[src/rtl/snd_cmd_mailbox.sv]
// Main-CPU to sound-CPU command mailbox: DEPTH-entry command FIFO with busy,
// overflow and occupancy status, merged with an edge-triggered IRQ controller.
module snd_cmd_mailbox #(
    parameter int            DW        = 8,
    parameter int            DEPTH     = 4,
    parameter int            NSRC      = 2,
    parameter logic [DW-1:0] EMPTY_VAL = {DW{1'b1}}
) (
    input  logic                     clk,
    input  logic                     rst,
    input  logic                     cmd_wr,
    input  logic [DW-1:0]            cmd_din,
    input  logic                     rd_stb,
    input  logic                     clr_stb,
    input  logic [NSRC-1:0]          irq_src,
    input  logic [NSRC:0]            irq_ack,
    output logic [DW-1:0]            rd_data,
    output logic                     snd_busy,
    output logic                     cmd_full,
    output logic                     cmd_ovf,
    output logic [$clog2(DEPTH):0]   cmd_count,
    output logic [NSRC:0]            irq_pend,
    output logic                     int_n
);

    localparam int AW = $clog2(DEPTH);
    localparam int CW = AW + 1;
    localparam logic [CW-1:0] FULL_CNT = CW'(DEPTH);

    logic [DW-1:0]   mem [DEPTH];
    logic [AW-1:0]   wr_ptr;
    logic [AW-1:0]   rd_ptr;
    logic [CW-1:0]   count;
    logic            ovf;
    logic [NSRC:0]   pend;
    logic            cmd_wr_q;
    logic [NSRC-1:0] irq_src_q;

    logic            push_req;
    logic [NSRC-1:0] src_edge;
    logic            is_empty;
    logic            is_full;
    logic            pop_ok;
    logic            push_ok;
    logic            wr_en;
    logic [NSRC:0]   pend_set;

    // Edge-detect registers track their inputs even in reset, so a level
    // already high at reset release is not mistaken for a new edge.
    always_ff @(posedge clk) begin
        cmd_wr_q  <= cmd_wr;
        irq_src_q <= irq_src;
    end

    assign push_req = cmd_wr & ~cmd_wr_q;
    assign src_edge = irq_src & ~irq_src_q;

    assign is_empty = (count == '0);
    assign is_full  = (count == FULL_CNT);
    assign pop_ok   = rd_stb & ~is_empty;
    // A push into a full FIFO is still accepted when a pop frees a slot in the same cycle.
    assign push_ok  = push_req & (~is_full | pop_ok);
    assign wr_en    = push_ok & ~clr_stb;
    assign pend_set = {src_edge, wr_en};

    always_ff @(posedge clk) begin
        if (wr_en) begin
            mem[wr_ptr] <= cmd_din;
        end
    end

    always_ff @(posedge clk) begin
        if (rst) begin
            wr_ptr <= '0;
            rd_ptr <= '0;
            count  <= '0;
            ovf    <= 1'b0;
        end else if (clr_stb) begin
            rd_ptr <= wr_ptr;
            count  <= '0;
            ovf    <= 1'b0;
        end else begin
            if (push_ok) begin
                wr_ptr <= wr_ptr + AW'(1);
            end
            if (pop_ok) begin
                rd_ptr <= rd_ptr + AW'(1);
            end
            if (push_ok && !pop_ok) begin
                count <= count + CW'(1);
            end else if (pop_ok && !push_ok) begin
                count <= count - CW'(1);
            end
            if (push_req && !push_ok) begin
                ovf <= 1'b1;
            end
        end
    end

    // A new event outranks an ack arriving in the same cycle.
    always_ff @(posedge clk) begin
        if (rst) begin
            pend <= '0;
        end else begin
            pend <= (pend & ~irq_ack) | pend_set;
        end
    end

    assign rd_data   = is_empty ? EMPTY_VAL : mem[rd_ptr];
    assign snd_busy  = ~is_empty;
    assign cmd_full  = is_full;
    assign cmd_ovf   = ovf;
    assign cmd_count = count;
    assign irq_pend  = pend;
    assign int_n     = ~|pend;

endmodule

[config.mk]
export PLATFORM = sky130hd
export DESIGN_NAME = snd_cmd_mailbox
export DESIGN_NICKNAME = d
export VERILOG_FILES = /design/src/rtl/snd_cmd_mailbox.sv
export SDC_FILE = /design/constraint.sdc
export NUM_CORES = 1
export LEC_CHECK = 0
export BUFFER_PORTS_ARGS = -buffer_cell sky130_fd_sc_hd__buf_2
export CAP_MARGIN = 20
export CORE_ASPECT_RATIO = 0.6
export CORE_MARGIN = 1
export CORE_UTILIZATION = 54
export DETAILED_ROUTE_END_ITERATION = 8
export MAX_ROUTING_LAYER = met4
export PLACE_DENSITY = 0.78
export SLEW_MARGIN = 20
export SYNTH_ARGS = -nofsm -noshare
export SYNTH_HDL_FRONTEND = slang
export SYNTH_SLANG_ARGS = --single-unit
[constraint.sdc]
create_clock -name clk -period 2.4 [get_ports clk]
set_input_delay 0.72 -clock clk [delete_from_list [all_inputs] [get_ports clk]]
set_output_delay 0.72 -clock clk [all_outputs]
set_load 0.005 [all_outputs]
==> results.py <==
metrics = {
    "outcome": {
        "status": "complete, no violations",
    },
    "clock_network": {
        "htreeDepth": 2,
        "cts-root-buf": "clkbuf_8",
        "cts_buffers": 5,
        "clk_path_buf_depth": 2,
        "ctsHoldBuffers": 0,
        "cts_num_sinks": 48,
        "clk_pin_slew_ns": 0.08,
        "cts_tree": "built",
        "clk-insertion-delay-late_ns": 0.29,
    },
    "grt": {
        "grt_max_degree": 15,
        "grt.overflow.total": 0,
        "grt_util_all_layers": 0.211,
        "grt_pass1_vias": 1100,
        "antenna_found_initial": 0,
        "grt_pass1_wl_mm": 5.50,
    },
    "placement": {
        "gp_congestion": 0.739,
        "port_buffers": 35,
        "post-dp-hpwl_mm": 2.48,
        "place_ws_ns": 0.0363,
        "place_area_mm2": 0.00218,
    },
    "detailed_routing": {
        "wirelength_mm": 3.37,
        "vias": 1115,
        "first_pass_iters": 6,
        "viasPerCell": 5.31,
        "drt_iter0_markers": 73,
        "drc": 0,
        "postRouteAntennaNets": 0,
        "wl_per_cell_um": 16.1,
    },
    "logic_synthesis": {
        "yosys-top-cells-area": "edfxtp_1, dfxtp_1, mux4_2",
        "synth_top_area_frac": 0.491,
        "seq_area_frac_synth": 0.655,
        "syn_area_mm2": 0.00196,
        "synth.yosys.warnings": 0,
        "synth_cell_types": 32,
        "postSynthAreaPerCell_um2": 15.8,
        "yosysTopAreaCell": "edfxtp_1",
        "ys_ff_latch": 48,
        "synth.net_count": 148,
        "syn_inst": 124,
    },
    "timing": {
        "finalWorstSetupSlack_ns": 0.0535,
        "worst_pin_slew_ns": 0.444,
        "max_freq_mhz": 426,
        "fin_crit_sh": 0.978,
        "relSlewSlack": 0.704,
        "finalHoldViolCount": 0,
        "setup_viol_count_final": 0,
        "min_period_ns": 2.35,
        "drv_slew": 0,
        "fin_skew_ns": 0.00341,
    },
    "critical_path": {
        "cp.required_ns": 1.68,
        "end_kind": "output port",
        "regToRegSetupSlack_ns": 0.30,
        "regToRegEndpoint": "cmd_count[2]$_SDFFE_PP0P_",
        "cp-start-kind": "flip-flop",
        "endpoint": "rd_data[5]",
        "reg2reg_depth": 7,
        "critPathKind": "flip-flop to output port",
        "cp_max_fo": 8,
        "r2r-start": "cmd_count[1]$_SDFFE_PP0P_",
        "arrival_ns": 1.63,
    },
    "power_and_ir_drop": {
        "power_switching_share": 0.213,
        "p_seq_frac": 0.578,
        "combPwrFrac": 0.106,
        "power_density_mw_per_mm2": 696,
        "p_int_mw": 1.25,
        "p_leak_nw": 0.850,
        "ir_drop_uv": 360,
        "clockPowerShare": 0.316,
        "p_switching_uw": 340,
    },
    "layout": {
        "nets": 188,
        "drive_above_1_share": 0.352,
        "n_antenna_cell": 0,
        "fin_area_mm2": 0.00229,
        "areaGrowthSynthToFinish_pct": 16.9,
        "fillers": 249,
        "fin_util": 0.680,
    },
    "floorplanning": {
        "dieArea_mm2": 0.00388,
        "num_rows": 16,
        "design.core.area_mm2": 0.00336,
        "die_h_um": 48.6,
        "initial_core_util": 0.582,
        "pin_count": 36,
        "chipWidth_um": 79.7,
    },
    "flow_run": {
        "drv_cap": 0,
    },
    "worst_hold_path": {
        "holdPathStages": 2,
        "hp-class": "flip-flop to flip-flop",
    },
}
-- how the worst min path moves through the flow --
| stage | start | endpoint |
|---|---|---|
| floorplan | cmd_ovf$_SDFFE_PP0P_ | cmd_ovf$_SDFFE_PP0P_ |
| global placement | cmd_ovf$_SDFFE_PP0P_ | cmd_ovf$_SDFFE_PP0P_ |
| detailed placement | cmd_ovf$_SDFFE_PP0P_ | cmd_ovf$_SDFFE_PP0P_ |
| CTS | cmd_ovf$_SDFFE_PP0P_ | cmd_ovf$_SDFFE_PP0P_ |
| global route | cmd_ovf$_SDFFE_PP0P_ | cmd_ovf$_SDFFE_PP0P_ |
| finish | cmd_ovf$_SDFFE_PP0P_ | cmd_ovf$_SDFFE_PP0P_ |
-- kinds of logic (layout without fill, tap and decap cells) --
| logic type | count (synthesis) | after routing | share of synthesized area |
|---|---|---|---|
| XOR/XNOR | 3 | 3 | 0.0134 |
| flip-flops | 48 | 48 | 0.655 |
| multiplexers | 11 | 11 | 0.110 |
| buffers and inverters | 9 | 50 | 0.0217 |
| AND/OR/NAND/NOR | 35 | 35 | 0.116 |
| adder cells (fa/ha/maj) | 6 | 6 | 0.0422 |
| AO/OA/AOI/OAI | 12 | 12 | 0.0422 |
-- flip-flops by register name, summed over array words and instances, names as in the netlist, named ones only --
register and cells:
cmd_ovf 1, rd_ptr 2, irq_src_q 2, cmd_count 3
irq_pend 3, wr_ptr 2, cmd_wr_q 1, mem 32
-- critical path, cell delays in order, from the launching register on --
cell     delay, ns
dfxtp_2       0.34
buf_8         0.15
mux4_2        0.52
or2_1         0.21
buf_2         0.12
-- stage by stage --
step / std cells / TNS [ns] / hold WS (ns) / total power [mW]
after floorplan: 124 / 0 / 0.461 / 1.04
after global placement: 202 / 0 / 0.453 / 1.10
after detailed placement: 202 / 0 / 0.465 / 1.11
after CTS: 210 / 0 / 0.481 / 1.60
after global routing: 210 / -0.00879 / 0.496 / 1.66
final: 210 / 0 / 0.481 / 1.59
-- area by class of cell --
cell class,count,area (µm²),area share
repair buffers,37,198,0.0864
well taps,45,56.3,0.0246
inverters,5,18.8,0.00820
multi-input cells,67,633,0.277
flip-flops and latches,48,1280,0.560
clock buffers,8,100,0.0437
-- synth_stat cells --
library cell and count:
inv_1 5, nor3b_1 1, nor3_4 1, mux2_4 1, and2_1 4, ha_1 5
o21ba_1 1, or2_1 8, dfxtp_1 16, a31oi_1 1, nor3_1 3, nor4b_4 1
xor2_1 2, buf_6 1, fa_1 1, nand2_1 1, nand2b_1 7, o31a_1 1
nor2b_1 1, o21a_1 2, xnor2_1 1, a21oi_1 5, mux4_2 8, or2_2 1
o31ai_2 1, nor2_1 6, mux2i_1 2, o21ai_0 1, clkbuf_1 2, buf_2 1
edfxtp_1 32, or3_1 1
-- placed cells by master, fill, tap and decap left out, types with 2 or more instances in the layout --
master and n:
xor2_1 2, a21oi_1 5, inv_1 5, edfxtp_1 32, dfxtp_1 15, and2_1 4, nand2b_1 7, clkbuf_8 7
or2_1 8, nor2_1 6, ha_1 5, buf_2 35, o21a_1 2, mux4_2 8, mux2i_1 2, nor3_1 3
-- metal layers --
metal  up-vias  GRT usage  wire length [µm]
li1        532          -                 -
met1       546      0.265              1510
met2        31      0.328              1660
met3         6     0.0528               148
met4         0     0.0939                58
met5         -          -                 0
-- power groups by stage --
stage               clock (mW)  sequential (mW)  combinational (mW)
floorplan                    0            0.934               0.103
global route             0.546            0.925               0.189
detailed placement           0            0.939               0.167
finish                   0.503            0.921               0.168
global placement             0            0.937               0.159
CTS                      0.514            0.921               0.169
-- repair_timing --
item | in CTS | in global routing
setup buffers | 0 | 0
resized for setup | 1 | 2
cloned | 0 | 0
setup endpoints to repair | 2 | 7
No activity file was read; power rests on OpenSTA's default activity.
